$ cat src/rtl/rv32i_types.sv
// Shared RV32I pipeline types for the memory stage: opcode constants,
// load/store funct3 encodings, the ex_mem / mem_wb pipeline register
// layouts and the memory-stage FSM encoding.
package rv32i_types;

  localparam logic [6:0] op_load  = 7'b0000011;
  localparam logic [6:0] op_store = 7'b0100011;
  localparam logic [6:0] op_imm   = 7'b0010011;
  localparam logic [6:0] op_reg   = 7'b0110011;

  typedef enum logic [2:0] {
    lb  = 3'b000,
    lh  = 3'b001,
    lw  = 3'b010,
    lbu = 3'b100,
    lhu = 3'b101
  } load_funct3_t;

  typedef enum logic [2:0] {
    sb = 3'b000,
    sh = 3'b001,
    sw = 3'b010
  } store_funct3_t;

  typedef enum logic [1:0] {
    mem_idle = 2'd0,
    mem_wait = 2'd1,
    mem_hold = 2'd2
  } mem_state_t;

  typedef struct packed {
    logic        valid;
    logic [31:0] pc;
    logic [31:0] inst;
    logic [6:0]  opcode;
    logic [2:0]  funct3;
    logic [4:0]  rd_addr;
    logic        regf_we;
    logic [31:0] alu_out;
    logic [31:0] rs2_v;
  } ex_mem_stage_reg_t;

  typedef struct packed {
    logic        valid;
    logic [31:0] pc;
    logic [31:0] inst;
    logic [6:0]  opcode;
    logic [2:0]  funct3;
    logic [4:0]  rd_addr;
    logic        regf_we;
    logic [31:0] alu_out;
    logic [31:0] rs2_v;
    logic [31:0] dmem_addr;
    logic [3:0]  dmem_rmask;
    logic [3:0]  dmem_wmask;
    logic [31:0] dmem_wdata;
    logic        misalign;
  } mem_wb_stage_reg_t;

  // Forward an ex_mem instruction into the mem_wb layout together with the
  // memory request that was (or was not) made for it.
  function automatic mem_wb_stage_reg_t to_mem_wb(
    input ex_mem_stage_reg_t ex,
    input logic [31:0]       addr,
    input logic [3:0]        rmask,
    input logic [3:0]        wmask,
    input logic [31:0]       wdata,
    input logic              misalign
  );
    mem_wb_stage_reg_t wb;
    wb.valid      = ex.valid;
    wb.pc         = ex.pc;
    wb.inst       = ex.inst;
    wb.opcode     = ex.opcode;
    wb.funct3     = ex.funct3;
    wb.rd_addr    = ex.rd_addr;
    wb.regf_we    = ex.regf_we;
    wb.alu_out    = ex.alu_out;
    wb.rs2_v      = ex.rs2_v;
    wb.dmem_addr  = addr;
    wb.dmem_rmask = rmask;
    wb.dmem_wmask = wmask;
    wb.dmem_wdata = wdata;
    wb.misalign   = misalign;
    return wb;
  endfunction

endpackage

$ cat src/rtl/dmem_lane_align.sv
// Byte-lane alignment for data-memory accesses.
// Ports:
//   opcode, funct3 : instruction selectors (only loads/stores produce masks)
//   off            : byte offset within the word (alu_out[1:0])
//   rs2_v          : store source value
//   rmask, wmask   : byte masks; zero for non-memory ops, bad funct3 or misalignment
//   wdata          : store data shifted into its byte lanes
//   misalign       : half access on odd offset or word access on nonzero offset
module dmem_lane_align
  import rv32i_types::*;
(
  input  logic [6:0]  opcode,
  input  logic [2:0]  funct3,
  input  logic [1:0]  off,
  input  logic [31:0] rs2_v,
  output logic [3:0]  rmask,
  output logic [3:0]  wmask,
  output logic [31:0] wdata,
  output logic        misalign
);

  logic [3:0] byte_mask;
  logic [3:0] half_mask;
  logic       half_bad;
  logic       word_bad;

  assign byte_mask = 4'b0001 << off;
  assign half_mask = 4'b0011 << {off[1], 1'b0};
  assign half_bad  = off[0];
  assign word_bad  = |off;

  // NOTE: every output gets a default before the case so no path leaves it
  // unassigned; otherwise synthesis infers a latch.
  always_comb begin
    rmask    = '0;
    wmask    = '0;
    wdata    = '0;
    misalign = 1'b0;
    if (opcode == op_load) begin
      case (funct3)
        lb, lbu: rmask = byte_mask;
        lh, lhu: begin
          misalign = half_bad;
          rmask    = half_bad ? 4'b0000 : half_mask;
        end
        lw: begin
          misalign = word_bad;
          rmask    = word_bad ? 4'b0000 : 4'b1111;
        end
        default: rmask = '0;
      endcase
    end else if (opcode == op_store) begin
      wdata = rs2_v << {off, 3'b000};
      case (funct3)
        sb: wmask = byte_mask;
        sh: begin
          misalign = half_bad;
          wmask    = half_bad ? 4'b0000 : half_mask;
        end
        sw: begin
          misalign = word_bad;
          wmask    = word_bad ? 4'b0000 : 4'b1111;
        end
        default: wmask = '0;
      endcase
    end
  end

endmodule

$ cat src/rtl/mem_stage.sv
// Pipeline memory stage. Issues one byte-masked, word-aligned data-memory
// request per load/store, holds it until dmem_resp, stalls upstream while
// the access is outstanding and produces the mem_wb register.
// Ports:
//   clk, rst          : clock, asynchronous active-low reset
//   ex_mem            : incoming instruction from execute
//   freeze_stall      : global stall; holds mem_wb and FSM state
//   dmem_addr/rmask/wmask/wdata : registered memory request
//   dmem_rdata, dmem_resp       : memory response
//   mem_stall         : upstream must hold ex_mem
//   mem_wb            : registered output to writeback
//   wb_dmem_rdata     : registered load data paired with mem_wb
//   wb_dmem_resp      : mem_wb holds a completed load
module mem_stage
  import rv32i_types::*;
(
  input  logic              clk,
  input  logic              rst,
  input  ex_mem_stage_reg_t ex_mem,
  input  logic              freeze_stall,
  output logic [31:0]       dmem_addr,
  output logic [3:0]        dmem_rmask,
  output logic [3:0]        dmem_wmask,
  output logic [31:0]       dmem_wdata,
  input  logic [31:0]       dmem_rdata,
  input  logic              dmem_resp,
  output logic              mem_stall,
  output mem_wb_stage_reg_t mem_wb,
  output logic [31:0]       wb_dmem_rdata,
  output logic              wb_dmem_resp
);

  mem_state_t        state_q, state_d;
  ex_mem_stage_reg_t ex_q, ex_d;          // instruction owning the request
  logic [31:0]       addr_q, addr_d;
  logic [31:0]       wdata_q, wdata_d;
  logic [3:0]        rmask_q, rmask_d;    // masks as issued, kept for mem_wb
  logic [3:0]        wmask_q, wmask_d;
  logic [31:0]       rdata_q, rdata_d;    // response data parked during HOLD
  mem_wb_stage_reg_t mem_wb_q, mem_wb_d;
  logic [31:0]       wb_rdata_q, wb_rdata_d;
  logic              wb_resp_q, wb_resp_d;

  logic [3:0]  al_rmask, al_wmask;
  logic [31:0] al_wdata;
  logic        al_misalign;
  logic [31:0] req_addr;
  logic        issue_req;

  dmem_lane_align u_align (
    .opcode   (ex_mem.opcode),
    .funct3   (ex_mem.funct3),
    .off      (ex_mem.alu_out[1:0]),
    .rs2_v    (ex_mem.rs2_v),
    .rmask    (al_rmask),
    .wmask    (al_wmask),
    .wdata    (al_wdata),
    .misalign (al_misalign)
  );

  assign req_addr  = {ex_mem.alu_out[31:2], 2'b00};
  // A zero mask means misaligned, not a load/store, or an unknown funct3:
  // none of those may start a request that would wait forever.
  assign issue_req = ex_mem.valid && ((|al_rmask) || (|al_wmask));

  always_comb begin
    state_d    = state_q;
    ex_d       = ex_q;
    addr_d     = addr_q;
    wdata_d    = wdata_q;
    rmask_d    = rmask_q;
    wmask_d    = wmask_q;
    rdata_d    = rdata_q;
    mem_wb_d   = mem_wb_q;
    wb_rdata_d = wb_rdata_q;
    wb_resp_d  = wb_resp_q;
    mem_stall  = 1'b0;

    case (state_q)
      mem_idle: begin
        mem_stall = issue_req;
        if (!freeze_stall) begin
          wb_resp_d = 1'b0;
          if (issue_req) begin
            ex_d           = ex_mem;
            addr_d         = req_addr;
            rmask_d        = al_rmask;
            wmask_d        = al_wmask;
            wdata_d        = al_wdata;
            mem_wb_d.valid = 1'b0;
            state_d        = mem_wait;
          end else begin
            mem_wb_d = to_mem_wb(ex_mem, req_addr, 4'b0000, 4'b0000, 32'h0,
                                 ex_mem.valid & al_misalign);
          end
        end
      end

      mem_wait: begin
        mem_stall = 1'b1;
        if (dmem_resp) begin
          rdata_d = dmem_rdata;
          if (!freeze_stall) begin
            mem_wb_d   = to_mem_wb(ex_q, addr_q, rmask_q, wmask_q, wdata_q, 1'b0);
            wb_rdata_d = dmem_rdata;
            wb_resp_d  = |rmask_q;
            state_d    = mem_idle;
          end else begin
            state_d = mem_hold;
          end
        end else if (!freeze_stall) begin
          mem_wb_d.valid = 1'b0;
          wb_resp_d      = 1'b0;
        end
      end

      mem_hold: begin
        mem_stall = 1'b1;
        if (!freeze_stall) begin
          mem_wb_d   = to_mem_wb(ex_q, addr_q, rmask_q, wmask_q, wdata_q, 1'b0);
          wb_rdata_d = rdata_q;
          wb_resp_d  = |rmask_q;
          state_d    = mem_idle;
        end
      end

      default: state_d = mem_idle;
    endcase
  end

  // NOTE: sequential state is updated with non-blocking assignments so every
  // register samples the pre-edge value of every other register.
  // NOTE: all state here is a handful of flops, so all of it is reset;
  // dropping the FSM to IDLE is what discards an in-flight request.
  always_ff @(posedge clk or negedge rst) begin
    if (!rst) begin
      state_q    <= mem_idle;
      ex_q       <= '0;
      addr_q     <= '0;
      wdata_q    <= '0;
      rmask_q    <= '0;
      wmask_q    <= '0;
      rdata_q    <= '0;
      mem_wb_q   <= '0;
      wb_rdata_q <= '0;
      wb_resp_q  <= 1'b0;
    end else begin
      state_q    <= state_d;
      ex_q       <= ex_d;
      addr_q     <= addr_d;
      wdata_q    <= wdata_d;
      rmask_q    <= rmask_d;
      wmask_q    <= wmask_d;
      rdata_q    <= rdata_d;
      mem_wb_q   <= mem_wb_d;
      wb_rdata_q <= wb_rdata_d;
      wb_resp_q  <= wb_resp_d;
    end
  end

  // Masks are only presented while waiting, so they read zero in IDLE and
  // HOLD without a separate clear path on the issued-mask registers.
  assign dmem_addr     = addr_q;
  assign dmem_wdata    = wdata_q;
  assign dmem_rmask    = (state_q == mem_wait) ? rmask_q : 4'b0000;
  assign dmem_wmask    = (state_q == mem_wait) ? wmask_q : 4'b0000;
  assign mem_wb        = mem_wb_q;
  assign wb_dmem_rdata = wb_rdata_q;
  assign wb_dmem_resp  = wb_resp_q;

endmodule

$ cat config.mk
export PLATFORM = sky130hd
export DESIGN_NAME = mem_stage
export DESIGN_NICKNAME = d
export VERILOG_FILES = /design/src/rtl/rv32i_types.sv /design/src/rtl/dmem_lane_align.sv /design/src/rtl/mem_stage.sv
export SDC_FILE = /design/constraint.sdc
export NUM_CORES = 1
export LEC_CHECK = 0
export ABC_AREA = 1
export CAP_MARGIN = 20
export CORE_AREA = 2 2 235 237
export CTS_CLUSTER_SIZE = 10
export DETAILED_ROUTE_END_ITERATION = 8
export DIE_AREA = 0 0 237 239
export PLACE_DENSITY_LB_ADDON = 0.05
export SYNTH_ARGS = -nofsm -noshare
export SYNTH_HDL_FRONTEND = slang
export SYNTH_HIERARCHICAL = 1
export SYNTH_SLANG_ARGS = --single-unit
$ cat constraint.sdc
create_clock -name clk -period 2.7 [get_ports clk]
set_clock_uncertainty 0.15 [all_clocks]
set_input_delay 0.54 -clock clk [delete_from_list [all_inputs] [get_ports clk]]
set_output_delay 0.54 -clock clk [all_outputs]
set_load 0.05 [all_outputs]
# ---- Word level (Yosys, flattened, before mapping)
# Cells that the tools add are included.
dict set report totals {
  register_bits 500
  latchBits 0
  ramBits 0
  mem_bits_ro 0
  inputBits 181
  out_inout_bits 324
  wordCells 108
  memories 0
}
dict set report classes {
  n_addsub 0
  n_mul 0
  div_mod_pow 0
  n_lt_le_gt_ge 0
  eq_ne 15
  shifts 3
  n_mux 38
  n_bitwise 2
  n_reduce_logical 19
}
# op n
set op_table {}
lappend op_table {{case mux 218 bit (3 select lines)} 1}
lappend op_table {{2-to-1 mux 218 bit} 2}
lappend op_table {{2-to-1 mux 217 bit} 2}
lappend op_table {{2-to-1 mux 32 bit} 5}
lappend op_table {{case mux 32 bit (2 select lines)} 1}
lappend op_table {{left shift 32 x 5 -> 32 bit} 1}
lappend op_table {{2-to-1 mux 4 bit} 7}
lappend op_table {{case mux 4 bit (3 select lines)} 2}
lappend op_table {{!= test 2 bit, second input constant} 6}
lappend op_table {{AND reduction 4 bit} 3}
lappend op_table {{OR reduction 4 bit} 3}
lappend op_table {{2-to-1 mux 2 bit} 5}
lappend op_table {{2-to-1 mux 1 bit} 8}
lappend op_table {{OR reduction 2 bit} 4}
lappend op_table {{== test 7 x 2 -> 1 bit, second input constant} 1}
lappend op_table {{== test 7 x 6 -> 1 bit, second input constant} 1}
lappend op_table {{== test 3 bit, second input constant} 2}
lappend op_table {{case mux 1 bit (2 select lines)} 3}
lappend op_table {{case mux 2 bit (3 select lines)} 1}
lappend op_table {{AND reduction 3 bit} 2}
lappend op_table {{left shift 1 x 2 -> 4 bit, first input constant} 1}
lappend op_table {{left shift 2 x 2 -> 4 bit, first input constant} 1}
lappend op_table {{== test 3 x 1 -> 1 bit, second input constant} 1}
lappend op_table {{== test 3 x 2 -> 1 bit, second input constant} 1}
lappend op_table {{other kinds (13)} 13}

# ---- Longest topological paths before layout
# Gate-level depths: netlist of run 1.
dict set report depth {
  depth_word 11
  ltp_mapped 17
  depth_no_buf 14
}

# ---- Hierarchy
# The synthesis of run 1 kept the hierarchy.
# module n_inst cells_each area_per_inst_um2 seq_area_each_um2
set modules_own_cells {}
lappend modules_own_cells {mem_stage 1 3408 24683.7 11761.3}
lappend modules_own_cells {dmem_lane_align 1 221 955.9 0.0}

# ---- Least setup slack after synthesis of run 1
# Ideal clock, no wire load.
dict set report synth_timing {
  kind {input to output}
  start {input ex_mem[33] (netlist bit)}
  end {output mem_stall}
  arrival_time_ps 2653
  required_ps 2010
  path_slack_ps -643
  cell_stages 13
  n_path_buf 4
  cell_sequence {buf_6 -> inv_2 -> nand2_1 -> buf_4 -> nor3_1 -> nor2_1 -> nor2_1 -> nor2_1 -> nand4_1 -> nand3_2 -> buf_4 -> clkbuf_1 -> a21oi_1}
}
dict set report synth_between {
  word_cells_on_any_way 15
  classes_between {shift (2); mux (8); reduce/logical (5)}
}
# item line
set synth_lines {}
lappend synth_lines {{start: declaration} mem_stage.sv:19} ;# input ex_mem_stage_reg_t ex_mem,
lappend synth_lines {{left shift 2 x 2 -> 4 bit or OR reduction 2 bit (tied branches)} {dmem_lane_align.sv:28, dmem_lane_align.sv:30}}
lappend synth_lines {{2-to-1 mux 4 bit (on tied branches)} {dmem_lane_align.sv:44, dmem_lane_align.sv:48}}
lappend synth_lines {{case mux 4 bit (3 select lines) *} dmem_lane_align.sv:40} ;# case (funct3)
lappend synth_lines {{2-to-1 mux 4 bit *} dmem_lane_align.sv:39} ;# if (opcode == op_load) begin
lappend synth_lines {{net al_rmask[1]} mem_stage.sv:44} ;# logic [3:0] al_rmask, al_wmask;
lappend synth_lines {{OR reduction 4 bit *} mem_stage.sv:64} ;# assign issue_req = ex_mem.valid && ((|al_rmask) || (|al_wmask));
lappend synth_lines {{logical OR 1 bit *} mem_stage.sv:64}
lappend synth_lines {{logical AND 1 bit *} mem_stage.sv:64}
lappend synth_lines {{case mux 1 bit (2 select lines) *} mem_stage.sv:79} ;# case (state_q)
lappend synth_lines {{end: declaration} mem_stage.sv:27} ;# output logic mem_stall,
# The timed path passes the listed nets; every way through them passes the cells marked *.

# ---- Final worst setup path of run 1
dict set report layout_timing {
  start {input ex_mem[75] (netlist bit)}
  end {output mem_stall}
}
dict set report layout_between {
  elab_chain_cells 7
  word_cells_on_any_way 10
  classes_between {eq/ne (2); mux (4); reduce/logical (4)}
}
# item line
set layout_lines {}
lappend layout_lines {{== test 7 x 6 -> 1 bit} dmem_lane_align.sv:52} ;# end else if (opcode == op_store) begin
lappend layout_lines {{2-to-1 mux 4 bit} dmem_lane_align.sv:52}
lappend layout_lines {{2-to-1 mux 4 bit *} dmem_lane_align.sv:39}
lappend layout_lines {{net al_wmask[3]} mem_stage.sv:44}
lappend layout_lines {{OR reduction 4 bit *} mem_stage.sv:64}
lappend layout_lines {{logical OR 1 bit *} mem_stage.sv:64}
lappend layout_lines {{logical AND 1 bit *} mem_stage.sv:64}
lappend layout_lines {{case mux 1 bit (2 select lines) *} mem_stage.sv:79}
# Marks and branches as above.

==> metrics.md, run 1 <==
| Metric | Value |
|---|---|
| Status | finished with violations |
| Failing checks | negative setup slack |
| DR pass1 iterations | 6 |
| Mapped Cells | between 3000 and 4000 |
| Nets | 4228 |
| DRT iter0 DRCs | 2587 |
| Avg Cell Area, Syn | between 7 and 8 µm² |
| Die Area | roughly 57000 µm² |
| Final Non-Filler Cells | ~4800 |
| Ratio of cells with drive above 1 in the final layout | slightly above 8% |
| DRC | 0 |
| CP Data Arrival Time | 2.02 ns |
| Worst Path Required | ~2 ns |
| Setup repair after global routing missed its margin | true |
| Clk Latency, worst-skew pair | just over 0.6 ns |
| Fmax | ~370 MHz |
| Final Hold Fails | 0 |
| Clock transition at the registers of the reported paths | 0.06 ns |
| Max IR drop VDD | a little under 0.9 mV |
| GRT Util Overall | 32.1% |
| Fin area | around 34000 µm² |
| Reg-to-Reg Start | state_q[0] |
| Max cap viols | 0 |
| XOR/XNOR share of the synthesized area | 0% |
| Fin. max-slew vios | 0 |
| Worst slew pin tran | roughly 0.75 ns |
| Placer Congestion | 0.868 |
| Met3 Routed Length | 7600 µm |
| Synth Register Bits | 470 |
| R2R Path End | mem_wb[128] |
| Tmin final | 2.71 ns |
| Row Count | between 80 and 90 |
| # IOs | roughly 510 |
| Clock Root Buffer | clkbuf_16 |
| Initial antenna violation count | 10 |
| Post-DP Area | 31600 µm² |
| Register area share after synthesis | a little under half |
| Hold Path Sink | ex_q[76] |
| Max Used Layer | met5 |
| Global-route wire length before repair | 145000 µm |
| Synth-to-layout area growth | 31.5% |
| # setup viols final | 1 |
| Total core area | between 50000 and 60000 µm² |
| Multiplexer share of the synthesized area | 0% |
| Power density over cell area | 1100 nW/µm² |
| Placed cells | roughly 4600 |
| Compound-gate portion of the synthesized area | under 10% |
| Syn. warnings | 6 |
| Largest net degree at the start of global routing | just over 90 |
| CP Launch Point | ex_mem[75] |
| Num CTS Buffers | 55 |
| Clock buffer depth | 3 |
| Hold depth | 3 |
| Die Ht | roughly 240 µm |
| Total leakage power | 17.6 nW |
| CP Launch Type | input port |
| HPWL Detailed | 59200 µm |
| R2R setup slack | about 0.43 ns |
| Worst R2R Path Depth | 7 |
| H-tree lvl count | 2 |
| Main combinational cell family by area after synthesis | simple AND/OR/NAND/NOR gates |
| Total gr overflow | 0 |
| Worst Setup End Kind | output port |
| CTS tree | built |
| Worst setup margin | -0.00631 ns |
| Synth cell types | 31 |
| Routed length per instance | about 20 µm |
| Worst Path Class, Setup | in -> out |
| Max transition margin | roughly half |
| Chip Width | roughly 240 µm |
| Min-delay src | ex_mem[76] |
| CTS sink cnt | 470 |
| Final antenna-violating net count | 0 |
| DR WL met2 | 44100 µm |
| Met1 wire length | between 30000 and 40000 µm |
| Vias per inst | approximately 5.6 |
| Post-Synth Adder-Cell Area | 0.244% |
| Crit path max fanout | 4 |
| Area of the mapped netlist | about 26000 µm² |
| Simple-gate area share of the yosys netlist | between 40% and 50% |
| Via count | approximately 27000 |
| IO Port Bufs | between 500 and 600 |
| Worst hold path type | in -> reg |
| Routed WL | ~94000 µm |
| Initial Util | between 40% and 50% |
| Final core utilization | between 60% and 70% |
| Tot Pwr | around 37 mW |
| Number of global-route vias before repair | ~25000 |
| Final Cycle Share | 100% |
==> final cells by class <==
| cell class | count | area (µm²) |
|---|---|---|
| Antenna cell | 7 | 17.5 |
| Clock inverter | 5 | 61.3 |
| Inverter | 78 | 333 |
| Multi-Input combinational cell | 2761 | 12100 |
| Fill cell | 4765 | 20600 |
| Timing Repair Buffer | 676 | 7080 |
| Sequential cell | 470 | 11800 |
| Clock buffer | 73 | 1490 |
| Tap cell | 704 | 881 |
==> layout by cell type (no fill, tap or decap), types with 5 or more instances in the layout <==
| master | synthesis | layout |
|---|---|---|
| inv_2 | 3 | 8 |
| o21a_1 | 32 | 32 |
| clkdlybuf4s50_1 | 0 | 478 |
| o211ai_1 | 28 | 28 |
| nand2_2 | 4 | 10 |
| nand3_1 | 312 | 307 |
| inv_1 | 74 | 62 |
| clkbuf_8 | 0 | 6 |
| diode_2 | 0 | 7 |
| nor2_4 | 4 | 13 |
| a21oi_1 | 8 | 5 |
| clkbuf_1 | 84 | 13 |
| nand4_1 | 208 | 208 |
| nand3_2 | 3 | 5 |
| o21ai_1 | 14 | 14 |
| clkbuf_16 | 0 | 57 |
| nand2_1 | 1877 | 1868 |
| dfrtp_1 | 470 | 469 |
| buf_6 | 16 | 6 |
| buf_12 | 0 | 55 |
| buf_4 | 59 | 124 |
| nor2_1 | 129 | 121 |
| o21ai_0 | 123 | 123 |
==> critical path, cell delays in order <==
cell and delay [ns]:
buf_8 0.10, clkinv_4 0.03, nand4_1 0.21, nor2_4 0.21, buf_6 0.14, nand2_2 0.05, inv_2 0.07, nor2_4 0.04
nand4_1 0.15, nand3_4 0.10, a21oi_4 0.19, buf_12 0.16
==> state kept, by name, summed over array words and instances (netlist names) <==
register and count:
wmask_q 4, state_q 2, rdata_q 32, rmask_q 4, wb_dmem_rdata 32, wb_dmem_resp 1
ex_q 145, mem_wb 218, dmem_wdata 32
==> metal layers <==
| layer | up-vias | GRT usage, % |
|---|---|---|
| met5 | - | 0 |
| met4 | 8 | 13.7 |
| met3 | 214 | 5.88 |
| met2 | 1289 | 51.2 |
| met1 | 12824 | 43.1 |
| li1 | 12410 | - |
==> logic make-up (layout without fill, tap and decap cells) <==
family / count (synthesis) / in the layout
adders and majority gates: 5 / 5
and+or+nand+nor: 2546 / 2546
other: 1 / 9
DFF: 470 / 470
AOI/OAI and AO/OA: 208 / 208
buffers and inverters: 399 / 832
==> Yosys cell counts, drive strengths merged <==
cell / n / area, µm²
a211oi: 2 / 15.0
a21oi: 8 / 40.0
buf: 237 / 1430
clkbuf: 84 / 315
conb: 1 / 3.75
dfrtp: 470 / 11800
ha: 5 / 62.6
inv: 78 / 295
nand2: 1882 / 7080
nand2b: 1 / 6.26
nand3: 315 / 1590
nand4: 208 / 1300
nor2: 136 / 548
nor3: 4 / 31.3
o211ai: 28 / 210
o21a: 32 / 240
o21ai: 138 / 702
==> where the power goes <==
group | switching [mW] | internal, mW | total, mW
Clock | 2.93 | 3.89 | 6.82
Sequential | 1.38 | 8.84 | 10.2
Combinational | 13.9 | 5.97 | 19.9
==> how the worst max path moves through the flow <==
| stage | slack (ns) | to |
|---|---|---|
| after detailed placement | -0.64 | mem_wb[23] |
| after CTS | 0.002 | mem_stall |
| final | -0.006 | mem_stall |
| after floorplan | -0.07 | mem_stall |
| after global placement | -0.58 | mem_wb[197] |
| after global routing | -0.07 | mem_stall |
==> metrics by stage <==
step | TNS [ns] | hold slack [ns] | setup slack, ns
after floorplan | -0.0748 | 0.0944 | -0.0748
after global placement | -190.03 | 0.286 | -0.575
after detailed placement | -202.71 | 0.290 | -0.640
after CTS | 0 | 0.0541 | 0.00163
after global routing | -1.45 | 0.0337 | -0.0680
final | -0.00631 | 0.0491 | -0.00631
==> what timing repair did <==
item	4_1_cts	5_1_grt
hold buffers	1	0
gates resized for setup	69	50
endpoints found under the hold margin	31	0
pin swaps	16	20
setup buffers	38	6
cloned	0	3
setup endpoints to repair	10	186
Note: power is estimated with default switching activity, not from simulation.
==> inputs of run 2 (changes only) <==
- CTS_CLUSTER_DIAMETER: not set -> 40
- HOLD_SLACK_MARGIN: not set -> 0.06
- PLACE_DENSITY: not set -> 0.86
- PLACE_DENSITY_LB_ADDON: 0.05 -> not set
==> run 2 against run 1 <==
  * The flow still finishes with violations (negative setup slack)
  * Worst setup slack worse by 0.062 ns
  * Sequential power is essentially flat
  * Maximum frequency fell by 2.2%
  * Via count up 1.2%
  * Clock power increased by 54%
  * Cell count is 0.67% higher
  * Die area did not move
  * Non-clock buffer count fell by 27
  * Register-to-register slack gained 0.06 ns
  * Utilization up 1.7 points
  * Global-route usage down 1.1 points
==> metrics.md, run 2 (synthesis gave the netlist of run 1 again) <==
| Metric | Value |
|---|---|
| IO Port Bufs | 502 (unchanged) |
| Max cap viols | 0 (unchanged) |
| Worst Path Class, Setup | in -> out (unchanged) |
| Final Non-Filler Cells | 4806 (was 4774) |
| Total core area | 54300 µm² (unchanged) |
| Total leakage power | 18.0 nW (was 17.6 nW) |
| Clock transition at the registers of the reported paths | 0.05 ns (was 0.06 ns) |
| DR pass1 iterations | 6 (unchanged) |
| Worst hold path type | in -> reg (unchanged) |
| Crit path max fanout | 3 (was 4) |
| Switch share | 46.6% (was 49.4%) |
| Fmax | 361 MHz (was 370 MHz) |
| CTS tree | built (unchanged) |
| Tmin final | 2.77 ns (was 2.71 ns) |
| Max IR drop VDD | 1.08 mV (was 0.878 mV) |
| Worst setup margin | -0.0681 ns (was -0.00631 ns) |
| Nets | 4226 (was 4228) |
| Worst slew pin tran | 0.780 ns (was 0.746 ns) |
| Most frequent cells in the layout | nand2_1 (1869), clkdlybuf4s50_1 (477), dfrtp_1 (470) (was nand2_1 (1868), clkdlybuf4s50_1 (478), dfrtp_1 (469)) |
| Failing checks | negative setup slack (unchanged) |
| Fin. max-slew vios | 0 (unchanged) |
| Setup repair after global routing missed its margin | true (unchanged) |
| Worst Path Required | 2.01 ns (about the same) |
| Clock Root Buffer | clkbuf_16 (unchanged) |
| GRT Util Overall | 31.0% (was 32.1%) |
| Clock buffer depth | 3 (unchanged) |
| DRT iter0 DRCs | 3317 (was 2587) |
| Ratio of cells with drive above 1 in the final layout | 8.88% (was 8.05%) |
| Largest net degree at the start of global routing | 94 (was 91) |
| Placed cells | 4647 (was 4642) |
| DRC | 0 (unchanged) |
| Placer Congestion | 0.916 (was 0.868) |
| CP Launch Type | input port (unchanged) |
| Clk Latency, worst-skew pair | 0.62 ns (was 0.61 ns) |
| Final Hold Fails | 0 (unchanged) |
| Commonest non-fill, non-tap cell in the layout | nand2_1 (unchanged) |
| Number of global-route vias before repair | 25551 (was 25424) |
| Die Area | 56600 µm² (unchanged) |
| Tot Pwr | 40.2 mW (was 36.9 mW) |
| Psw | 18.7 mW (was 18.2 mW) |
| Chip Width | 237 µm (unchanged) |
| Sequential share of power | 25.5% (was 27.7%) |
| Final antenna-violating net count | 0 (unchanged) |
| H-tree lvl count | 3 (was 2) |
| Status | finished with violations (unchanged) |
| Routed WL | 89600 µm (was 93700 µm) |
| Largest register FFs | 218 (unchanged) |
| Combinational fraction of design power | 48.4% (was 53.8%) |
| Power density over cell area | 1160 nW/µm² (was 1100 nW/µm²) |
| Initial antenna violation count | 3 (was 10) |
| Via count | 27071 (was 26745) |
| CP Data Arrival Time | 2.08 ns (was 2.02 ns) |
| Num CTS Buffers | 80 (was 55) |
| Vias per inst | 5.63 (was 5.60) |
| Worst Setup End Kind | output port (unchanged) |
| HPWL Detailed | 56300 µm (was 59200 µm) |
| Global-route wire length before repair | 140000 µm (was 145000 µm) |
| Fin Setup TNS | -0.0681 ns (was -0.00631 ns) |
| Die Ht | 239 µm (unchanged) |
| Max transition margin | 48.0% (was 50.2%) |
| Routed length per instance | 18.6 µm (was 19.6 µm) |
| CTS sink cnt | 470 (unchanged) |
| Initial Util | 47.2% (unchanged) |
| # setup viols final | 1 (unchanged) |
| Int Power | 21.5 mW (was 18.7 mW) |
| Synth-to-layout area growth | 35.0% (was 31.5%) |
| Final Cycle Share | 103% (was 100%) |
| # IOs | 505 (unchanged) |
| Total gr overflow | 0 (unchanged) |
| Row Count | 86 (unchanged) |
| Power share of the clock group | 26.1% (was 18.5%) |
run 2: per-stage QoR:
step           area [µm²]  worst slack (ns)  utilization [%]  hold WS [ns]
6_report            34600           -0.0681             63.7        0.0579
5_1_grt             34600            -0.159             63.7        0.0684
4_1_cts             34500           -0.0628             63.5        0.0645
3_5_place_dp        31700            -0.600             58.3         0.286
3_3_place_gp        31700            -0.548             58.3         0.282
2_1_floorplan       25700           -0.0748                -        0.0944
run 2: routing by layer:
layer	vias to the layer above	share of wire [%]	track usage, %
li1	12449	-	-
met1	12616	38	39.9
met2	1618	46	48.4
met3	388	9.6	6.61
met4	0	6.4	18.5
met5	-	0	0
run 2: what timing repair did:
action | 4_1_cts | 5_1_grt
setup buffers | 11 | 5
hold endpoints to repair | 46 | 0
resized for setup | 71 | 30
hold buffers | 1 | 0
pin swaps | 17 | 22
endpoints found under the setup margin | 8 | 2
run 2: worst paths after layout:
| check | slack, ns | to | startpoint | cells after the start |
|---|---|---|---|---|
| max | -0.07 | mem_stall | ex_mem[76] | 12 |
| min | 0.06 | ex_q[77] | ex_mem[77] | 3 |
| max reg2reg | 0.49 | mem_wb[99] | state_q[1] | 10 |
| min reg2reg | 0.30 | ex_q[144] | ex_q[144] | 2 |
| max in group asynchronous | 1.23 | wb_dmem_rdata[29] | rst | 3 |
| min in group asynchronous | 0.30 | mem_wb[11] | rst | 2 |
run 2: power groups by stage:
stage / clock network [mW] / logic, mW / registers [mW]
global route: 10.9 / 20.7 / 10.4
CTS: 10.6 / 19.4 / 10.2
finish: 10.5 / 19.5 / 10.3
floorplan: 0 / 8.35 / 14.6
detailed placement: 0 / 19.2 / 10.3
global placement: 0 / 18.9 / 10.2
run 2: cell type report:
| type | count | area (µm²) |
|---|---|---|
| fillers | 4421 | 19700 |
| multi-input cells | 2761 | 12000 |
| flip-flops and latches | 470 | 11800 |
| repair buffers | 649 | 6870 |
| clock buffers | 95 | 2150 |
| well taps | 704 | 881 |
| clock inverters | 45 | 596 |
| inverters | 78 | 315 |
| diodes | 4 | 10.0 |
run 2: worst max-delay path: stages:
cell and delay, ns:
buf_2 0.12, inv_2 0.05, nand4_1 0.15, nor2_4 0.21, buf_6 0.12, nand2_1 0.08, inv_2 0.07, nor2_1 0.05
nand4_1 0.13, nand3_4 0.10, a21oi_4 0.28, buf_12 0.17
